File: src/rtl/gsensor_spi_responder.sv
// ADXL345-style SPI mode-3 register slave: 64-byte map, DEVID at 0x00 and X/Y/Z sample
// registers at 0x32..0x37. Samples that arrive mid-transaction are deferred so bursts stay coherent.
module gsensor_spi_responder #(
    parameter logic [7:0] DEVID       = 8'hE5,
    parameter int         SYNC_STAGES = 2
) (
    input  logic        clk_clk,
    input  logic        reset_reset,
    input  logic        spi_sclk,
    input  logic        spi_ss_n,
    input  logic        spi_mosi,
    output logic        spi_miso,
    output logic        spi_miso_oe,
    input  logic [15:0] sample_x,
    input  logic [15:0] sample_y,
    input  logic [15:0] sample_z,
    input  logic        sample_valid,
    output logic        wr_valid,
    output logic [5:0]  wr_addr,
    output logic [7:0]  wr_data,
    output logic        busy
);

    typedef enum logic [1:0] {IDLE, CMD, DATA} state_t;
    state_t state, next_state;

    logic [SYNC_STAGES-1:0] sclk_sync, ss_sync, mosi_sync;
    logic sclk_prev, ss_prev;
    logic sclk_s, ss_s, mosi_s;
    logic sclk_rise, sclk_fall, ss_rise, ss_fall;

    assign sclk_s    = sclk_sync[SYNC_STAGES-1];
    assign ss_s      = ss_sync[SYNC_STAGES-1];
    assign mosi_s    = mosi_sync[SYNC_STAGES-1];
    assign sclk_rise = sclk_s & ~sclk_prev;
    assign sclk_fall = ~sclk_s & sclk_prev;
    assign ss_rise   = ss_s & ~ss_prev;
    assign ss_fall   = ~ss_s & ss_prev;

    // SS_n chain resets low: a select still held low when reset releases is not a new falling edge
    always_ff @(posedge clk_clk or posedge reset_reset) begin
        if (reset_reset) begin
            sclk_sync <= '1;
            ss_sync   <= '0;
            mosi_sync <= '0;
            sclk_prev <= 1'b1;
            ss_prev   <= 1'b0;
        end else begin
            sclk_sync <= {sclk_sync[SYNC_STAGES-2:0], spi_sclk};
            ss_sync   <= {ss_sync[SYNC_STAGES-2:0], spi_ss_n};
            mosi_sync <= {mosi_sync[SYNC_STAGES-2:0], spi_mosi};
            sclk_prev <= sclk_s;
            ss_prev   <= ss_s;
        end
    end

    logic [7:0]  regs [64];
    logic [2:0]  bit_cnt;
    logic [6:0]  rx;
    logic [6:0]  tx;
    logic [7:0]  rx_byte, rd_buf, fetch_data;
    logic [5:0]  addr, fetch_addr;
    logic        rw, mb, byte_done;
    logic        pend, busy_drop, cap_now, cap_en;
    logic [15:0] pend_x, pend_y, pend_z, cap_x, cap_y, cap_z;

    function automatic logic writable(input logic [5:0] a);
        return !((a == 6'h00) || (a == 6'h30) || ((a >= 6'h32) && (a <= 6'h37)));
    endfunction

    assign rx_byte    = {rx, mosi_s};
    assign fetch_addr = (state == CMD) ? rx_byte[5:0] : (mb ? addr + 6'd1 : addr);
    assign fetch_data = (fetch_addr == 6'd0) ? DEVID : regs[fetch_addr];

    assign busy_drop = busy && (next_state == IDLE);
    assign cap_now   = sample_valid && (!busy || busy_drop);
    assign cap_en    = cap_now || (pend && busy_drop);
    assign cap_x     = cap_now ? sample_x : pend_x;
    assign cap_y     = cap_now ? sample_y : pend_y;
    assign cap_z     = cap_now ? sample_z : pend_z;

    always_ff @(posedge clk_clk or posedge reset_reset) begin
        if (reset_reset) state <= IDLE;
        else             state <= next_state;
    end

    always_comb begin
        next_state = state;
        byte_done  = 1'b0;
        case (state)
            IDLE: if (ss_fall) next_state = CMD;
            CMD: begin
                if (ss_rise) next_state = IDLE;
                else if (sclk_rise && (bit_cnt == 3'd7)) begin
                    byte_done  = 1'b1;
                    next_state = DATA;
                end
            end
            DATA: begin
                if (ss_rise) next_state = IDLE;
                else if (sclk_rise && (bit_cnt == 3'd7)) byte_done = 1'b1;
            end
            default: next_state = IDLE;
        endcase
    end

    always_ff @(posedge clk_clk or posedge reset_reset) begin
        if (reset_reset) begin
            for (int i = 0; i < 64; i++) regs[i] <= 8'h00;
            bit_cnt     <= '0;
            rx          <= '0;
            tx          <= '0;
            rd_buf      <= '0;
            addr        <= '0;
            rw          <= 1'b0;
            mb          <= 1'b0;
            spi_miso    <= 1'b0;
            spi_miso_oe <= 1'b0;
            wr_valid    <= 1'b0;
            wr_addr     <= '0;
            wr_data     <= '0;
            busy        <= 1'b0;
            pend        <= 1'b0;
            pend_x      <= '0;
            pend_y      <= '0;
            pend_z      <= '0;
        end else begin
            wr_valid <= 1'b0;
            busy     <= (next_state != IDLE);

            if (state == IDLE && next_state == CMD) begin
                bit_cnt <= '0;
            end else if (state != IDLE && sclk_rise) begin
                bit_cnt <= bit_cnt + 3'd1;
                rx      <= rx_byte[6:0];
            end

            if (next_state == IDLE) begin
                spi_miso_oe <= 1'b0;
                spi_miso    <= 1'b0;
            end else if (state == CMD && byte_done) begin
                rw          <= rx_byte[7];
                mb          <= rx_byte[6];
                addr        <= rx_byte[5:0];
                rd_buf      <= fetch_data;
                spi_miso_oe <= rx_byte[7];
            end else if (state == DATA) begin
                if (byte_done) begin
                    if (!rw && writable(addr)) begin
                        regs[addr] <= rx_byte;
                        wr_valid   <= 1'b1;
                        wr_addr    <= addr;
                        wr_data    <= rx_byte;
                    end
                    addr   <= fetch_addr;
                    rd_buf <= fetch_data;
                end else if (sclk_fall && rw) begin
                    if (bit_cnt == 3'd0) begin
                        tx       <= rd_buf[6:0];
                        spi_miso <= rd_buf[7];
                    end else begin
                        tx       <= {tx[5:0], 1'b0};
                        spi_miso <= tx[6];
                    end
                end
            end

            // Samples seen while busy wait here until the transaction ends
            if (cap_en) begin
                regs[6'h32] <= cap_x[7:0];
                regs[6'h33] <= cap_x[15:8];
                regs[6'h34] <= cap_y[7:0];
                regs[6'h35] <= cap_y[15:8];
                regs[6'h36] <= cap_z[7:0];
                regs[6'h37] <= cap_z[15:8];
            end
            if (busy_drop) pend <= 1'b0;
            if (sample_valid && busy && !busy_drop) begin
                pend   <= 1'b1;
                pend_x <= sample_x;
                pend_y <= sample_y;
                pend_z <= sample_z;
            end
        end
    end

endmodule

File: config.mk
export PLATFORM = sky130hd
export DESIGN_NAME = gsensor_spi_responder
export DESIGN_NICKNAME = d
export VERILOG_FILES = /design/src/rtl/gsensor_spi_responder.sv
export SDC_FILE = /design/constraint.sdc
export NUM_CORES = 1
export LEC_CHECK = 0
export ABC_AREA = 1
export CAP_MARGIN = 40
export CORE_ASPECT_RATIO = 1.1
export CORE_MARGIN = 2
export CORE_UTILIZATION = 61
export CTS_CLUSTER_SIZE = 8
export DETAILED_ROUTE_END_ITERATION = 16
export DONT_BUFFER_PORTS = 1
export PLACE_DENSITY = 0.79
export SYNTH_ARGS = -nofsm -noshare
export SYNTH_HDL_FRONTEND = slang
export SYNTH_SLANG_ARGS = --single-unit
export TNS_END_PERCENT = 5
File: constraint.sdc
create_clock -name clk_clk -period 21.5 [get_ports clk_clk]
set_clock_uncertainty 0.05 [all_clocks]
set_input_delay 2.15 -clock clk_clk [delete_from_list [all_inputs] [get_ports clk_clk]]
set_output_delay 2.15 -clock clk_clk [all_outputs]
set_load 0.01 [all_outputs]
==> results of run 1 <==
[synthesized netlist by cell type, drive strengths merged, types with 10 or more instances]
master,instances,area [um2]
nand4,44,873
buf,159,866
nor2,87,363
clkbuf,118,444
nand2,1172,4410
mux2,45,507
nand3,481,2430
dfrtp,619,15500
o21ai,513,2570
inv,223,845
ha,10,125
a31oi,54,338
nand3b,105,876
[sequential cells by signal, summed over array words and instances (netlist names), 3 cells and up]
| register | flops |
|---|---|
| addr | 6 |
| bit_cnt | 3 |
| pend_x | 16 |
| pend_y | 16 |
| pend_z | 16 |
| rd_buf | 8 |
| regs | 512 |
| rx | 7 |
| tx | 7 |
| wr_addr | 6 |
| wr_data | 8 |
[final cells by class]
class                      count  share of cell area (%)
timing repair buffer          58                    2.10
sequential                   622                    47.1
clock inverter                 3                   0.102
clock buffer                 100                    6.93
inverter                     226                    2.62
multi-input combinational   2539                    38.7
tap                          652                    2.47
[power by group]
part           internal, uW  switching, uW  total (uW)
sequential             1280           60.4        1340
combinational           347            910        1260
clock                   735            481        1220
[final timing paths]
kind | end | slack [ps] | depth (start not counted)
hold reg to reg | sclk_sync[1]$_DFF_PP1_ | 310 | 0
hold / removal | sclk_sync[1]$_DFF_PP1_ | 310 | 0
setup / recovery | rd_buf[7]$_DFFE_PP0P_ | 16770 | 16
setup reg to reg | rd_buf[7]$_DFFE_PP0P_ | 16770 | 16
min in group asynchronous | regs[101]$_DFFE_PP0P_ | 1300 | 1
max in group asynchronous | regs[489]$_DFFE_PP0P_ | 17150 | 6
[cell families after synthesis]
| logic type | after synthesis | synth area share [%] |
|---|---|---|
| compound gates | 582 | 9.89 |
| fa+ha+maj | 10 | 0.411 |
| buf+inv | 503 | 7.11 |
| flops | 622 | 51.1 |
| mux | 45 | 1.66 |
| simple gates | 1902 | 29.8 |
[per-layer routing]
metal / GRT usage, % / part of all wire, % / wire length, um / up-vias
li1: - / - / - / 11763
met1: 41.5 / 38 / 32300 / 12480
met2: 54.3 / 47 / 40200 / 1392
met3: 7.72 / 9.4 / 7990 / 327
met4: 19.4 / 5.3 / 4530 / 0
met5: 0 / 0 / 0 / -
[per-stage QoR]
stage	cell area, um2	util, %	setup slack [ps]	hold WS [ps]
floorplan	30500	-	1890	281
global placement	30400	61.8	16210	299
detailed placement	30700	62.5	16340	311
CTS	33100	67.3	16870	310
global route	33100	67.3	16500	310
finish	33100	67.3	16770	308
==> impl_metrics.json, run 1 <==
{
  "ratio_of_cells_with_drive_above_1_in_the_final_layout_pct": 8.34,
  "grt_antenna_before_repair": 0,
  "clock_tree_from_tritoncts": "built",
  "dieWidth_um": 217,
  "clock_path_buffers": 3,
  "synth.avg_cell_area_um2": 8.31,
  "setup-violations-final": 0,
  "worstReg2RegStart": "state[1]$_DFF_PP0_",
  "cp.required_ps": 21980,
  "die-area_um2": 51700,
  "startpoint": "state[1]$_DFF_PP0_",
  "die_height_um": 238,
  "slowest_delay_ps": 750,
  "slew_headroom_pct": 37.3,
  "most_instantiated_flip_flop_cell_in_the_synthesis_netlist": "sky130_fd_sc_hd__dfrtp_1",
  "detail_route.vias_per_cell": 6.18,
  "htree_levels": 3,
  "cts-hold-fix-buffers": 0,
  "num-fill-cells": 3817,
  "setup.worst_path.end_class": "flop",
  "final.setup.tns_ps": 0,
  "areaGrowthSynthToFinish_pct": 8.53,
  "numPlacedInstances": 4097,
  "finalWorstPathRequiredPeriod_ps": 4730,
  "floorplan.initialDensity_pct": 62.0,
  "critical_path.cell_chain": "inv_1 > ha_1 > clkinv_1 > nand3_4 > nand2_4 > buf_4 > buf_4 > o21ai_0 > nand2_1 > nand3_1 > nand3_1 > nand3_1 > nand3_1 > nand3_1 > nand2_1 > inv_1",
  "run_status": "completed",
  "synth-edff-count": 0,
  "placement_rows": 85,
  "most_common_cell_after_layout_fill_and_taps_aside": "sky130_fd_sc_hd__nand2_1",
  "first_pass_grt_wire_length_um": 137000,
  "grt_max_degree": 97,
  "cpMaxStageDelayCell": "sky130_fd_sc_hd__buf_4",
  "rsz0062_at_grt": "false",
  "stdcell_count": 4200,
  "multi_input_comb_area_um2": 12800,
  "crit_family": "simple AND/OR/NAND/NOR gates",
  "clk_latency_ps": 630,
  "ff_latch_area_um2": 15600,
  "top_level_ports": 72,
  "post_synth_num_cell_types": 44,
  "power_per_cell_area_nw_per_um2": 115,
  "layout.nets": 3598,
  "cts_post_setup_buffers_inserted": 0,
  "drv.max_cap_violation_count": 0,
  "totalWireLength_um": 85000,
  "max_slew.worst_pin.slew_ps": 941,
  "fp.coreArea_um2": 49100,
  "grt_overflow": 0,
  "fin_crit_sh_pct": 22.0,
  "achievable-frequency_mhz": 211,
  "worstPathArrival_ps": 5210,
  "vdd_drop_max_mv": 0.110,
  "buffer_ports.inserted": 0,
  "ant_nets": 0,
  "cell_mode_on_critical_path": "sky130_fd_sc_hd__nand3_1",
  "synth_sequential_area_ratio_pct": 51.1,
  "cts.sinks": 622,
  "path_class": "reg2reg",
  "syn-cell-area_um2": 30500,
  "timing_hold_violations_final": 0,
  "drc_errors": 0,
  "layout_common_cells": "1163 x sky130_fd_sc_hd__nand2_1, 619 x sky130_fd_sc_hd__dfrtp_1, 478 x sky130_fd_sc_hd__nand3_1, 386 x sky130_fd_sc_hd__o21ai_1, 207 x sky130_fd_sc_hd__inv_1",
  "synth_nets": 3728,
  "insertedDiodeCount": 0,
  "gpl.final_weighted_congestion": 0.901,
  "route.vias.total": 25962,
  "p_total_uw": 3820,
  "worst_hold_startpoint": "sclk_sync[0]$_DFF_PP1_",
  "groute.usage.overall_pct": 33.6,
  "drv_slew": 0,
  "number_of_global_route_vias_before_repair": 26020,
  "holdCritPathClass": "reg2reg",
  "fraction_of_registers_with_async_set_reset_pct": 100,
  "drt_first_iter_violations": 3013,
  "syn-instance-count": 3664,
  "post_cts_resize_count": 0,
  "critical_path.n_buffers_inverters": 5,
  "clkTransAtPathRegs_ps": 50,
  "setup.worst_path.start_class": "flop",
  "leakage_uw": 0.0150,
  "cts_inserted_buffers": 87,
  "drt_pass1_iterations": 6,
  "path_max_fanout": 74,
  "ys_seq_elements": 622,
  "wl_per_cell_um": 20.2,
  "yosysWarningCount": 0,
  "clockRootBuffer": "sky130_fd_sc_hd__clkbuf_16",
  "hpwl_um": 51500
}
Note: power is estimated with default switching activity, not from simulation.
==> run 2, diff against run 1 <==
CORE_UTILIZATION = 58   (was 61)
PLACE_DENSITY = 0.78   (was 0.79)
clock period = 4.1 ns   (was 21.5 ns; I/O delays follow)
==> impl_metrics.json, run 2 (synthesis results as in run 1) <==
{
  "cts.sinks": 622,
  "layout.nets": 3656,
  "first_pass_grt_wire_length_um": 142000,
  "fp.coreArea_um2": 52200,
  "drc_errors": 0,
  "drt_pass1_iterations": 7,
  "clock_tree_from_tritoncts": "built",
  "max_slew.worst_pin.slew_ps": 965,
  "most_common_cell_after_layout_fill_and_taps_aside": "sky130_fd_sc_hd__nand2_1",
  "slew_headroom_pct": 35.7,
  "final.setup.tns_ps": 0,
  "grt_overflow": 0,
  "slowest_delay_ps": 620,
  "startpoint": "addr[4]$_DFFE_PP0P_",
  "grt_antenna_before_repair": 3,
  "areaGrowthSynthToFinish_pct": 10.5,
  "cpMaxStageDelayCell": "sky130_fd_sc_hd__inv_8",
  "ratio_of_cells_with_drive_above_1_in_the_final_layout_pct": 8.37,
  "grt_max_degree": 155,
  "drv_slew": 0,
  "cts-hold-fix-buffers": 53,
  "setup.worst_path.end_class": "flop",
  "run_status": "completed",
  "clockRootBuffer": "sky130_fd_sc_hd__clkbuf_16",
  "layout_common_cells": "1163 x sky130_fd_sc_hd__nand2_1, 619 x sky130_fd_sc_hd__dfrtp_1, 478 x sky130_fd_sc_hd__nand3_1, 386 x sky130_fd_sc_hd__o21ai_1, 207 x sky130_fd_sc_hd__inv_1",
  "ant_nets": 0,
  "worst_hold_startpoint": "sample_valid",
  "num-fill-cells": 4244,
  "leakage_uw": 0.0152,
  "setup-violations-final": 0,
  "placement_rows": 88,
  "die-area_um2": 54400,
  "cts_post_setup_buffers_inserted": 0,
  "clk_latency_ps": 630,
  "detail_route.vias_per_cell": 6.06,
  "worstPathArrival_ps": 4040,
  "totalWireLength_um": 87400,
  "path_max_fanout": 52,
  "floorplan.initialDensity_pct": 58.4,
  "die_height_um": 244,
  "wl_per_cell_um": 20.4,
  "timing_hold_violations_final": 0,
  "whs_path_depth": 4,
  "insertedDiodeCount": 0,
  "top_level_ports": 72,
  "clock_path_buffers": 3,
  "critical_path.cell_chain": "inv_1 > o2111ai_1 > nand4_1 > nor3_2 > nand2_4 > inv_8 > nand4_2 > o21ai_0",
  "gpl.final_weighted_congestion": 0.929,
  "drt_first_iter_violations": 3075,
  "route.vias.total": 25957,
  "finalWorstPathRequiredPeriod_ps": 3550,
  "dp_worst_setup_slack_ps": 633,
  "reg2regPathDepth": 8,
  "groute.usage.overall_pct": 32.9,
  "number_of_global_route_vias_before_repair": 25466,
  "post_cts_resize_count": 0,
  "cp.required_ps": 4590,
  "clkTransAtPathRegs_ps": 50,
  "final_core_utilization_pct": 64.5,
  "critical_path.reg2reg.endpoint": "regs[497]$_DFFE_PP0P_",
  "power_per_cell_area_nw_per_um2": 604,
  "dieWidth_um": 222,
  "fin_crit_sh_pct": 86.7,
  "hpwl_um": 52400,
  "drv.max_cap_violation_count": 0,
  "worstReg2RegStart": "addr[4]$_DFFE_PP0P_",
  "regMostFlops": "regs",
  "achievable-frequency_mhz": 281,
  "holdCritPathClass": "in2reg",
  "htree_levels": 3,
  "finalWorstSetupSlack_ps": 545,
  "path_class": "reg2reg",
  "cts_inserted_buffers": 87,
  "rsz0062_at_grt": "false",
  "largest_register_ffs": 512,
  "setup.worst_path.start_class": "flop",
  "setup.reg_to_reg.worst_slack_ps": 550,
  "buffer_ports.inserted": 0,
  "holdPathEnd": "pend_z[15]$_DFFE_PP0P_",
  "vdd_drop_max_mv": 0.492
}
[run 2: critical path: cells and delay by family (launching register included)]
kind | cells | cell delay [ps]
buf+inv | 2 | 890
simple gates | 4 | 1160
compound gates | 2 | 660
flops | 1 | 600
[run 2: layer usage]
layer / share of wire, % / global-route usage, % / vias to the layer above
li1: - / - / 11863
met1: 40 / 43.0 / 12532
met2: 47 / 52.2 / 1267
met3: 8.9 / 7.38 / 291
met4: 4.6 / 16.0 / 4
met5: 0.031 / 0 / -
[run 2: how the worst max path moves through the flow]
stage                                       end  slack, ps  depth (start not counted)
final                     regs[497]$_DFFE_PP0P_        550                          8
after detailed placement  regs[497]$_DFFE_PP0P_        630                          9
after floorplan             addr[0]$_DFFE_PP0P_      -4850                          1
after CTS                 regs[497]$_DFFE_PP0P_        600                         12
after global placement    regs[496]$_DFFE_PP0P_        640                         10
after global routing      regs[502]$_DFFE_PP0P_        290                          9
[run 2: layout make-up]
class	instances	area, um2	area share [%]
clock buffers	100	2300	6.83
well taps	675	845	2.51
flip-flops and latches	622	15600	46.3
inverters	226	863	2.57
clock inverters	3	33.8	0.100
multi-input cells	2539	12800	38.0
repair buffers	116	1260	3.73
[run 2: power breakdown]
part           internal (uW)  switching, uW  total (uW)
sequential              6720            398        7120
clock                   3880           2580        6460
combinational           1910           4850        6750
total                  12500           7830       20300
[run 2: metrics by stage]
| step | cells | hold WS, ps | area (um2) | total power, uW |
|---|---|---|---|---|
| floorplan | 3664 | 281 | 30500 | 11400 |
| global placement | 4119 | 268 | 30600 | 13500 |
| detailed placement | 4125 | 269 | 30800 | 13600 |
| CTS | 4281 | 37.2 | 33600 | 20100 |
| global route | 4281 | 118 | 33600 | 21200 |
| finish | 4281 | 79.2 | 33600 | 20300 |
